**src/rtl/bus_arbiter_if.sv**
```systemverilog
// Datapath bus arbitration bundle: requester-side request/source fields and arbiter-side grant/decode outputs.
// Requesters use the master modport; the arbiter uses the slave modport.
interface bus_arbiter_if #(
    parameter int N_REQ = 4,
    parameter int SRC_W = 5,
    parameter int N_SRC = 24
);
    logic [N_REQ-1:0]       req;
    logic [N_REQ*SRC_W-1:0] req_src;
    logic [N_REQ-1:0]       gnt;
    logic [N_SRC-1:0]       bus_out_en;
    logic                   busy;
    logic                   timeout;
    logic                   bad_src;

    modport master (
        output req, req_src,
        input  gnt, bus_out_en, busy, timeout, bad_src
    );

    modport slave (
        input  req, req_src,
        output gnt, bus_out_en, busy, timeout, bad_src
    );
endinterface

```
**src/rtl/bus_arbiter.sv**
```systemverilog
// Round-robin datapath bus arbiter with hold-time preemption and one-hot source drive-enable decode.
// Grant appears one cycle after request; requesters wait on level req until granted, drive enables follow req_src combinationally.
module bus_arbiter #(
    parameter int N_REQ    = 4,
    parameter int SRC_W    = 5,
    parameter int N_SRC    = 24,
    parameter int MAX_HOLD = 16
) (
    input  logic          clk,
    input  logic          clr,
    bus_arbiter_if.slave  bus
);
    localparam int PTR_W  = (N_REQ > 1) ? $clog2(N_REQ) : 1;
    localparam int HOLD_W = (MAX_HOLD > 2) ? $clog2(MAX_HOLD) : 1;
    localparam logic [HOLD_W-1:0] HOLD_LAST = HOLD_W'((MAX_HOLD > 0) ? MAX_HOLD - 1 : 0);
    localparam logic [PTR_W-1:0]  LAST_IDX  = PTR_W'(N_REQ - 1);
    localparam logic [N_REQ-1:0]  ONE_REQ   = N_REQ'(1);
    localparam logic [N_SRC-1:0]  ONE_SRC   = N_SRC'(1);

    typedef enum logic {IDLE, GRANT} state_t;

    state_t              state_q, state_d;
    logic [PTR_W-1:0]    owner_q, owner_d;
    logic [PTR_W-1:0]    rr_q, rr_d;
    logic [HOLD_W-1:0]   hold_q, hold_d;
    logic                timeout_q, timeout_d;

    logic [N_REQ-1:0]    owner_oh;
    logic [N_REQ-1:0]    others;
    logic [SRC_W-1:0]    src;
    logic                src_bad;

    function automatic logic [PTR_W-1:0] next_idx(input logic [PTR_W-1:0] i);
        return (i == LAST_IDX) ? '0 : i + PTR_W'(1);
    endfunction

    // First set bit at or after start, wrapping; callers guarantee r != 0.
    function automatic logic [PTR_W-1:0] rr_pick(input logic [N_REQ-1:0] r,
                                                 input logic [PTR_W-1:0] start);
        logic [PTR_W-1:0] idx;
        logic [PTR_W-1:0] pick;
        logic             found;
        idx   = start;
        pick  = start;
        found = 1'b0;
        for (int k = 0; k < N_REQ; k++) begin
            if (!found && r[idx]) begin
                pick  = idx;
                found = 1'b1;
            end
            idx = next_idx(idx);
        end
        return pick;
    endfunction

    assign owner_oh = ONE_REQ << owner_q;
    assign others   = bus.req & ~owner_oh;

    always_ff @(posedge clk) begin
        if (clr) begin
            state_q   <= IDLE;
            owner_q   <= '0;
            rr_q      <= '0;
            hold_q    <= '0;
            timeout_q <= 1'b0;
        end else begin
            state_q   <= state_d;
            owner_q   <= owner_d;
            rr_q      <= rr_d;
            hold_q    <= hold_d;
            timeout_q <= timeout_d;
        end
    end

    always_comb begin
        state_d   = state_q;
        owner_d   = owner_q;
        rr_d      = rr_q;
        hold_d    = hold_q;
        timeout_d = 1'b0;
        case (state_q)
            IDLE: begin
                if (|bus.req) begin
                    state_d = GRANT;
                    owner_d = rr_pick(bus.req, rr_q);
                    hold_d  = '0;
                end
            end
            GRANT: begin
                if (!bus.req[owner_q]) begin
                    rr_d   = next_idx(owner_q);
                    hold_d = '0;
                    if (|others) begin
                        owner_d = rr_pick(others, next_idx(owner_q));
                    end else begin
                        state_d = IDLE;
                    end
                end else if (MAX_HOLD > 0 && hold_q == HOLD_LAST && |others) begin
                    // Owner has used its full hold budget while someone else waits.
                    rr_d      = next_idx(owner_q);
                    owner_d   = rr_pick(others, next_idx(owner_q));
                    hold_d    = '0;
                    timeout_d = 1'b1;
                end else if (MAX_HOLD > 0 && hold_q != HOLD_LAST) begin
                    hold_d = hold_q + HOLD_W'(1);
                end
            end
            default: begin
                state_d = IDLE;
            end
        endcase
    end

    always_comb begin
        src            = bus.req_src[int'(owner_q)*SRC_W +: SRC_W];
        src_bad        = (int'(src) >= N_SRC);
        bus.gnt        = (state_q == GRANT) ? owner_oh : '0;
        bus.busy       = (state_q == GRANT);
        bus.timeout    = timeout_q;
        bus.bad_src    = (state_q == GRANT) && src_bad;
        // An out-of-range source leaves the bus undriven rather than aliasing.
        bus.bus_out_en = ((state_q == GRANT) && !src_bad) ? (ONE_SRC << src) : '0;
    end
endmodule

```
**src/flat_wrapper.sv**
```systemverilog
// flat-port wrapper written by rule: the top's interface ports become plain ports
module bus_arbiter_flat 
#(
    parameter int N_REQ    = 4,
    parameter int SRC_W    = 5,
    parameter int N_SRC    = 24,
    parameter int MAX_HOLD = 16
)
  (clk, clr, bus_req, bus_req_src, bus_gnt, bus_bus_out_en, bus_busy, bus_timeout, bus_bad_src);
  bus_arbiter_if #(.N_REQ(N_REQ), .SRC_W(SRC_W), .N_SRC(N_SRC)) bus_i ();
  input  logic clk;
  input  logic clr;
  input wire logic [$bits(bus_i.req)-1:0] bus_req;
  input wire logic [$bits(bus_i.req_src)-1:0] bus_req_src;
  output wire logic [$bits(bus_i.gnt)-1:0] bus_gnt;
  output wire logic [$bits(bus_i.bus_out_en)-1:0] bus_bus_out_en;
  output wire logic [$bits(bus_i.busy)-1:0] bus_busy;
  output wire logic [$bits(bus_i.timeout)-1:0] bus_timeout;
  output wire logic [$bits(bus_i.bad_src)-1:0] bus_bad_src;
  assign bus_i.req = bus_req;
  assign bus_i.req_src = bus_req_src;
  assign bus_gnt = bus_i.gnt;
  assign bus_bus_out_en = bus_i.bus_out_en;
  assign bus_busy = bus_i.busy;
  assign bus_timeout = bus_i.timeout;
  assign bus_bad_src = bus_i.bad_src;
  bus_arbiter #(.N_REQ(N_REQ), .SRC_W(SRC_W), .N_SRC(N_SRC), .MAX_HOLD(MAX_HOLD)) u_core (.clk(clk), .clr(clr), .bus(bus_i));
endmodule
```
**config.mk**
```make
export PLATFORM = sky130hd
export DESIGN_NAME = bus_arbiter_flat
export DESIGN_NICKNAME = d
export VERILOG_FILES = /design/src/rtl/bus_arbiter_if.sv /design/src/rtl/bus_arbiter.sv /design/src/flat_wrapper.sv
export SDC_FILE = /design/constraint.sdc
export NUM_CORES = 1
export LEC_CHECK = 0
export CELL_PAD_IN_SITES_DETAIL_PLACEMENT = 0
export CELL_PAD_IN_SITES_GLOBAL_PLACEMENT = 1
export CORE_ASPECT_RATIO = 0.5
export CORE_MARGIN = 2
export CORE_UTILIZATION = 33
export DETAILED_ROUTE_END_ITERATION = 16
export MAX_ROUTING_LAYER = met4
export PLACE_DENSITY = 0.89
export REMOVE_ABC_BUFFERS = 1
export SLEW_MARGIN = 20
export SYNTH_ARGS = -nofsm -noshare
export SYNTH_HDL_FRONTEND = slang
export SYNTH_SLANG_ARGS = --single-unit
```
**constraint.sdc**
```tcl
create_clock -name clk -period 3.6 [get_ports clk]
set_input_delay 1.08 -clock clk [delete_from_list [all_inputs] [get_ports clk]]
set_output_delay 1.08 -clock clk [all_outputs]
set_load 0.01 [all_outputs]
```
* After elaboration in Yosys (flattened, before gate mapping)
Cells that the tools add are included.
W data, S select, Z words.
** Operators by class
- Shift-type cells :: 3
- Reduce and logical (&&, ||, !) cells :: 28
- Bitwise logic cells :: 4
- Multipliers :: 1
- Add/subtract/negate cells :: 8
- $lt $le $gt $ge :: 10
- Eq/ne operators :: 14
- Mux-type cells :: 85
** Operators by type and width (number)
- $mux W1 :: 45
- $mux W2 :: 22
- $shiftx A20 B32 Y5 :: 1
- $lt A2 B3 Y1 const B :: 9
- $mux W24 :: 1
- $shl A1 B5 Y24 const A :: 1
- $mux W4 :: 5
- $bmux W1 S2 :: 9
- $add A2 B1 Y2 const B :: 7
- $eq A2 B2 Y1 const B :: 7
- $logic_and A1 B1 Y1 :: 12
- $logic_not A1 Y1 :: 10
- $ne A4 B4 Y1 const B :: 2
- $pmux W4 S2 :: 1
- $reduce_or A4 Y1 :: 2
- $ne A3 B3 Y1 const B :: 2
- $ge A5 B5 Y1 const B :: 1
- $mul A2 B3 Y5 const B :: 1
- $add A4 B1 Y4 const B :: 1
- $and A4 B4 Y4 :: 1
- $eq A4 B4 Y1 const B :: 1
- $not A4 Y4 :: 1
- $pmux W2 S2 :: 1
- $reduce_and A2 Y1 :: 2
- 7 further kinds :: 8
** Storage, ports and cells
- Bits of input ports :: 26
- Output and inout port bits :: 31
- Flip-flop bits (word level) :: 10
- Word-level logic and storage cells :: 158

* Depth between registers and ports, before layout
Gate-level depths: netlist (run 1).
- Depth in word-level cells :: 27
- Depth in mapped cells :: 11
- Depth with buffers taken out :: 8

* Worst setup path before layout (run 1)
Ideal clock, no wire load.
- Kind :: in2out
- Start point :: input bus_req_src[7]
- End point :: output bus_bus_out_en[0]
- Data required time :: 2.520 ns
- Path buffers :: 0
- Stages :: 3
- Arrival time :: 2.271 ns
- Slack :: 0.249 ns
- Cell sequence :: mux4_1 -> or3_1 -> nor2_1
** Between the ends
- Cells in the longest elaborated chain, start to end :: 5
- Elaborated cells between the ends (all ways) :: 6
- Those cells by class :: 1 x order compare; 2 x shift; 1 x mux; 2 x reduce/logical
** RTL lines
- start, declared :: line flat_wrapper.sv:14 : input wire logic [$bits(bus_i.req_src)-1:0] bus_req_src;
- $shiftx A20 B32 Y5 (*) :: line bus_arbiter.sv:115 : src = bus.req_src[int'(owner_q)*SRC_W +: SRC_W];
- $ge A5 B5 Y1 :: line bus_arbiter.sv:116 : src_bad = (int'(src) >= N_SRC);
- $logic_not A1 Y1 :: line bus_arbiter.sv:122 : bus.bus_out_en = ((state_q == GRANT) && !src_bad) ? (ONE_SRC << src) : '0;
- $logic_and A1 B1 Y1 :: line bus_arbiter.sv:122
- $mux W24 (*) :: line bus_arbiter.sv:122
- end, declared :: line flat_wrapper.sv:16 : output wire logic [$bits(bus_i.bus_out_en)-1:0] bus_bus_out_en;
Mark *: on every way between the ends. The rest lies on a longest branch, timed or not.

* Worst setup path after layout (run 1)
- Start point :: input bus_req_src[12]
- End point :: output bus_bus_out_en[16]
The elaborated chain is that of the path after synthesis.

==> results.md, run 1 <==
* Status: finished, final reports clean
* Syn avg cell area at 7.79 µm²
* MaxCap Viol Count at 0
* Count of different cell masters after synthesis at 59
* RSZ-0062 raised after global routing: no
* Number of synthesized flops with an enable pin at 0
* PwrDens at between 500 and 600 mW/mm²
* Layout area overhead at 35.1%
* Fin. max-slew vios at 0
* Total track usage at 0.173
* Post-synth ARST share at 0
* Pre-CTS WS at -0.611 ns
* Final setup fails at 0
* Gr ovfl total at 0
* First-pass GRT wire length at 7.83 mm
* RR Startpoint: u_core.owner_q[0]
* Remaining routing DRC violations at 0
* Cell Area, Synth at 0.00165 mm²
* Fill count at 492
* Vias in the first global route at between 1500 and 2000
* # rows at 18
* Clock-pin slew of the registers on the worst-case setup and hold paths at 0.04 ns
* Antenna diode count at 0
* Gate Count Post-Synth at 212
* Cts hold-fix bufs at 0
* Crit-path leading delay family: simple AND/OR/NAND/NOR gates
* Min Hold Slack at 0.520 ns
* Hold_sp: u_core.rr_q[1]
* Worst-path cell chain: dlygate4sd2_1 -> mux4_2 -> or3_4 -> nor2_2 -> buf_2
* Tightest Pin Transition at ~0.58 ns
* Wire length per cell at 14.0 µm
* Io pins at 57
* Critical path origin: bus_req_src[12]
* Bufs and invs on worst path at 2
* Die area at about 0.0056 mm²
* Dominant register cell in the synthesized netlist: dfxtp_1
* Data arrival, critical path at 2.48 ns
* Commonest cells after routing, fill and taps aside: nor2_1 (35), buf_2 (22), dlygate4sd2_1 (20), nand2_1 (13), a21oi_1 (12)
* Max frequency at 0.281 GHz
* Initial DRC Count at approximately 130
* Clk sink count at 10
* PortBufs at 56
* CTS root buf: clkbuf_8
* Layout cells sized above 1 at 0.283
* Largest net degree at the start of global routing at 21
* Longest Clk Path Bufs at 2
* Initial antenna violation count at 0
* Final Skew at 0.00387 ns
* Crit path time final at 3.56 ns
* Tcrit/Tclk final at 0.989
* Initial DRT Pass Iterations at 4
* Sequential fraction of the synthesis area at 0.121
* Crit Path Category: input pin to output pin
* R2R Setup Slk at slightly above 0.9 ns
* Lkg Pwr at just over 0.9 nW
* CTS buffer count at 3
* Area of the multi-input gates at 0.00134 mm²
* CP Capture Type: output pin
* TritonCTS clock tree: done
* Worst vdd ir at 0.157 mV
* Die Y at 54.0 µm
* CP startpoint kind: input pin
* Final Hold Viols at 0
* Vias per std cell at 5.36
* Yosys reg bits at 10
* Register area at 200 µm²
* Drt total wl at 4.75 mm
* PnR worst setup slack at slightly below 0.04 ns
* H-tree depth at 1
* Core Region at 0.00486 mm²
* Routability cong. at 0.812
* Commonest non-fill, non-tap cell in the layout: nor2_1
* Die Width at 104 µm
* Routed Antenna Nets at 0
* Via count at 1817
* Post-DP HPWL at roughly 3.6 mm
* Initial Utilization at 0.340
* Ys Warns at 0
* Critical Path Max Stage Delay at 0.50 ns
* Crit-path slowest cell: mux4_2
* Finished Layout Cells at ~340
* Required time worst endpoint at 2.52 ns
* Worst min path class: flop to flop
* Worst-Skew Late Latency at 0.23 ns
* CP max FO at 3
* Rel. slew slack at 0.610
* NumNets Final at 303
* Cells after DPL at 333
-- synth_stat cells (5+ instances only) --
| cell type | n | area, µm² |
|---|---|---|
| nor2_1 | 40 | 150 |
| ha_1 | 6 | 75.1 |
| dfxtp_1 | 10 | 200 |
| a21oi_1 | 12 | 60.1 |
| mux4_2 | 5 | 113 |
| mux2i_1 | 7 | 70.1 |
| nand2b_1 | 5 | 31.3 |
| inv_1 | 6 | 22.5 |
| nand3_1 | 5 | 25.0 |
| nand2_1 | 15 | 56.3 |
| and2_1 | 6 | 37.5 |
| o21ai_0 | 6 | 30.0 |
| nor2b_1 | 8 | 50.1 |
-- registers in the layout, summed over array words and instances (netlist names) --
register / flops
u_core.bus.timeout: 1
u_core.owner_q: 2
u_core.rr_q: 2
u_core.hold_q: 4
u_core.bus.busy: 1
-- cell type report --
cell class              count  share of cell area
multi-input cells         180               0.599
repair buffers             70               0.243
well taps                  70              0.0393
clock buffers               3              0.0185
inverters                   6              0.0101
flip-flops and latches     10              0.0897
-- report_power, final --
part,leakage [nW],internal (mW),total [mW],switching [mW]
Clock,0.0216,0.0728,0.112,0.0391
Combinational,0.828,0.412,0.875,0.463
Sequential,0.0817,0.129,0.176,0.0467
-- worst paths after layout --
path | end | depth (start not counted)
max | bus_bus_out_en[16] | 5
min reg2reg | u_core.rr_q[1] | 2
min | u_core.rr_q[1] | 2
max reg2reg | u_core.owner_q[1] | 9
-- logic make-up after synthesis --
family | count (synthesis) | share of synthesized area
DFF | 10 | 0.121
adders and majority gates | 6 | 0.0455
and+or+nand+nor | 113 | 0.366
buffers and inverters | 22 | 0.0970
AOI/OAI and AO/OA | 43 | 0.204
muxes | 16 | 0.156
xor gates and xnor gates | 2 | 0.0106
-- metal layers --
metal	wire length (µm)	track usage	vias to the layer above
li1	-	-	886
met1	2070	0.203	850
met2	2310	0.326	79
met3	360	0.0387	2
met4	8	0.0158	0
met5	0	-	-
-- worst register-to-register path: cells and delay by family, from the launching register on --
kind / cells / cell delay [ns]
buffers and inverters: 2 / 0.29
flip-flops: 1 / 0.55
adder cells (fa/ha/maj): 1 / 0.23
AO/OA/AOI/OAI: 1 / 0.49
multiplexers: 1 / 0.18
AND/OR/NAND/NOR: 4 / 0.89
-- metrics by stage --
step                      instance area, µm²  power (mW)  utilization  setup TNS, ns
final                                   2230        1.16        0.459              0
after global routing                    2230        1.26        0.459              0
after CTS                               2220        1.15        0.457              0
after detailed placement                2240       0.996        0.461         -13.29
after global placement                  2240       0.979        0.461         -12.59
after floorplan                         1510       0.730            -              0
-- timing repair --
item | in CTS | in global routing
buffers inserted | 3 | 0
resized for setup | 132 | 3
pin swaps | 12 | 0
setup endpoints to repair | 25 | 3
Power figures use the tool's default switching activity.
==> run 2: changes to the inputs <==
--- a/config.mk
+++ b/config.mk
@@ -7,7 +7,7 @@
 export LEC_CHECK = 0
 export CELL_PAD_IN_SITES_DETAIL_PLACEMENT = 0
 export CELL_PAD_IN_SITES_GLOBAL_PLACEMENT = 1
-export CORE_ASPECT_RATIO = 0.5
+export CORE_ASPECT_RATIO = 0.8
 export CORE_MARGIN = 2
 export CORE_UTILIZATION = 33
 export DETAILED_ROUTE_END_ITERATION = 16
==> run 2 against run 1 <==
Compared with the run above: clock-buffer cell count up 1; global-route usage up 0.81 points; total power up 2.2%; sequential cell count unchanged; register-to-register slack worse by 0.04 ns; critical endpoint unchanged.
==> results.md, run 2 (synthesis gave the netlist of run 1 again) <==
* Status: finished, final reports clean
* Initial Utilization at 0.351 (+0.0114)
* Data arrival, critical path at 2.49 ns (about the same)
* Placed instance area at 0.00225 mm² (+0.11%)
* CP max FO at 3 (unchanged)
* Final Skew at 0.00333 ns (-0.000546 ns)
* Clk sink count at 10 (unchanged)
* Remaining routing DRC violations at 0 (unchanged)
* Worst-Skew Late Latency at 0.23 ns (about the same)
* First-pass GRT wire length at 8.22 mm (+5.0%)
* Largest net degree at the start of global routing at 21 (unchanged)
* CP Capture Type: output pin
* Total track usage at 0.181 (+0.00806)
* Gr ovfl total at 0 (unchanged)
* Required time worst endpoint at 2.52 ns (about the same)
* CTS root buf: clkbuf_8
* TritonCTS clock tree: done
* Io pins at 57 (unchanged)
* Fill count at 472 (-4.1%)
* Final setup fails at 0 (unchanged)
* Drt total wl at 4.94 mm (+4.1%)
* Top reg by flops: u_core.hold_q
* Post-DP HPWL at 3.72 mm (+3.9%)
* Vias per std cell at 5.53 (+3.3%)
* Tcrit/Tclk final at 0.991 (+0.00159)
* Core Region at 0.00471 mm² (-3.2%)
* Commonest cells after routing, fill and taps aside: nor2_1 (35), buf_2 (23), nand2_1 (15), buf_4 (13), a21oi_1 (12)
* Crit Path Category: input pin to output pin
* Min Hold Slack at 0.497 ns (-0.0234 ns)
* Cts hold-fix bufs at 0 (unchanged)
* Lkg Pwr at 0.950 nW (+2.0%)
* Worst min path class: flop to flop
* Rel. slew slack at 0.602 (-0.00820)
* Initial antenna violation count at 0 (unchanged)
* Final core occ at 0.482 (+0.0239)
* Routability cong. at 0.876 (+7.9%)
* Max frequency at 0.280 GHz (-0.16%)
* Initial DRC Count at 215 (+72%)
* H-tree depth at 1 (unchanged)
* Max reg flops at 4 (unchanged)
* Commonest non-fill, non-tap cell in the layout: nor2_1
* Antenna diode count at 0 (unchanged)
* Fin. max-slew vios at 0 (unchanged)
* Design area at 0.00227 mm² (+1.8%)
* Setup TNS at 0 ns (unchanged)
* # rows at 22 (+4)
* Layout cells sized above 1 at 0.298 (+0.0157)
* Routed Antenna Nets at 0 (unchanged)
* Critical Path Max Stage Delay at 0.49 ns (about the same)
* Vias in the first global route at 1751 (+3.5%)
* RSZ-0062 raised after global routing: yes
* NumNets Final at 308 (+1.7%)
* Top flop regs: u_core.hold_q: 4 flops, u_core.owner_q: 2 flops, u_core.rr_q: 2 flops
* CTS buffer count at 3 (unchanged)
* Initial DRT Pass Iterations at 4 (unchanged)
* PwrDens at 523 mW/mm² (+0.39%)
* Total power at 1.19 mW (+2.2%)
* Worst-path cell chain: dlygate4sd2_1 -> mux4_2 -> or3_4 -> nor2_2 -> buf_2
* Layout area overhead at 37.5%
* Tightest Pin Transition at 0.596 ns (+0.0123 ns)
* Via count at 1854 (+2.0%)
* Die Y at 67.3 µm (+25%)
* Final Hold Viols at 0 (unchanged)
* Die Width at 83.1 µm (-20%)
* Wire length per cell at 14.7 µm (+5.3%)
* Clock-pin slew of the registers on the worst-case setup and hold paths at 0.05 ns (about the same)
* CP startpoint kind: input pin
* Crit-path slowest cell: mux4_2
* Longest Clk Path Bufs at 2 (unchanged)
* Crit path time final at 3.57 ns (+0.00571 ns)
* Worst vdd ir at 0.177 mV (+13%)
* MaxCap Viol Count at 0 (unchanged)
* PortBufs at 56 (unchanged)
* Die area at 0.00559 mm² (-0.55%)
run 2: power by group:
group,switching [mW],internal (mW)
combinational,0.463,0.418
clock,0.0422,0.0960
sequential,0.0400,0.129
total,0.545,0.642
run 2: per-layer routing:
metal / track usage / vias up / wire (µm)
met5: - / - / 0
met4: 0.0246 / 0 / 24
met3: 0.0379 / 2 / 361
met2: 0.298 / 82 / 2100
met1: 0.238 / 869 / 2450
li1: - / 901 / -
run 2: stage by stage:
| stage | setup slack (ns) | std cells |
|---|---|---|
| after global placement | -0.587 | 325 |
| after detailed placement | -0.589 | 325 |
| after global routing | -0.00119 | 335 |
| final | 0.0339 | 335 |
| after CTS | 0.0211 | 335 |
| after floorplan | 0.249 | 196 |
run 2: repair_timing:
item	in CTS	in global routing
pin swaps	5	4
setup buffers	6	0
resized for setup	130	16
endpoints found under the setup margin	25	13
run 2: critical path, delay by kind of cell:
family | cells | cell delay [ns]
buffers and inverters | 2 | 0.36
muxes | 1 | 0.49
and+or+nand+nor | 2 | 0.56
run 2: area by class of cell:
| cell class | count | area (µm²) | share of cell area |
|---|---|---|---|
| Sequential cell | 10 | 200 | 0.0882 |
| Timing Repair Buffer | 75 | 592 | 0.261 |
| Clock buffer | 4 | 55.1 | 0.0242 |
| Inverter | 6 | 22.5 | 0.00992 |
| Multi-Input combinational cell | 180 | 1330 | 0.584 |
| Tap cell | 60 | 75.1 | 0.0331 |
run 2: path summary, 6_finish.rpt:
path	from	end	slack, ns	cells after the start
worst max-delay path	bus_req_src[2]	bus_bus_out_en[16]	0.03	5
worst min-delay path	u_core.hold_q[1]	u_core.hold_q[1]	0.50	2
worst max register to register	u_core.owner_q[0]	u_core.owner_q[0]	0.87	9
worst min register to register	u_core.hold_q[1]	u_core.hold_q[1]	0.50	2
==> run 3: changes to the inputs <==
--- a/config.mk
+++ b/config.mk
@@ -11,6 +11,7 @@
 export CORE_MARGIN = 2
 export CORE_UTILIZATION = 33
 export DETAILED_ROUTE_END_ITERATION = 16
+export GPL_ROUTABILITY_DRIVEN = 0
 export MAX_ROUTING_LAYER = met4
 export PLACE_DENSITY = 0.89
 export REMOVE_ABC_BUFFERS = 1
==> results of run 3 <==
Final layout, timing and power as in run 2 (identical DEF).
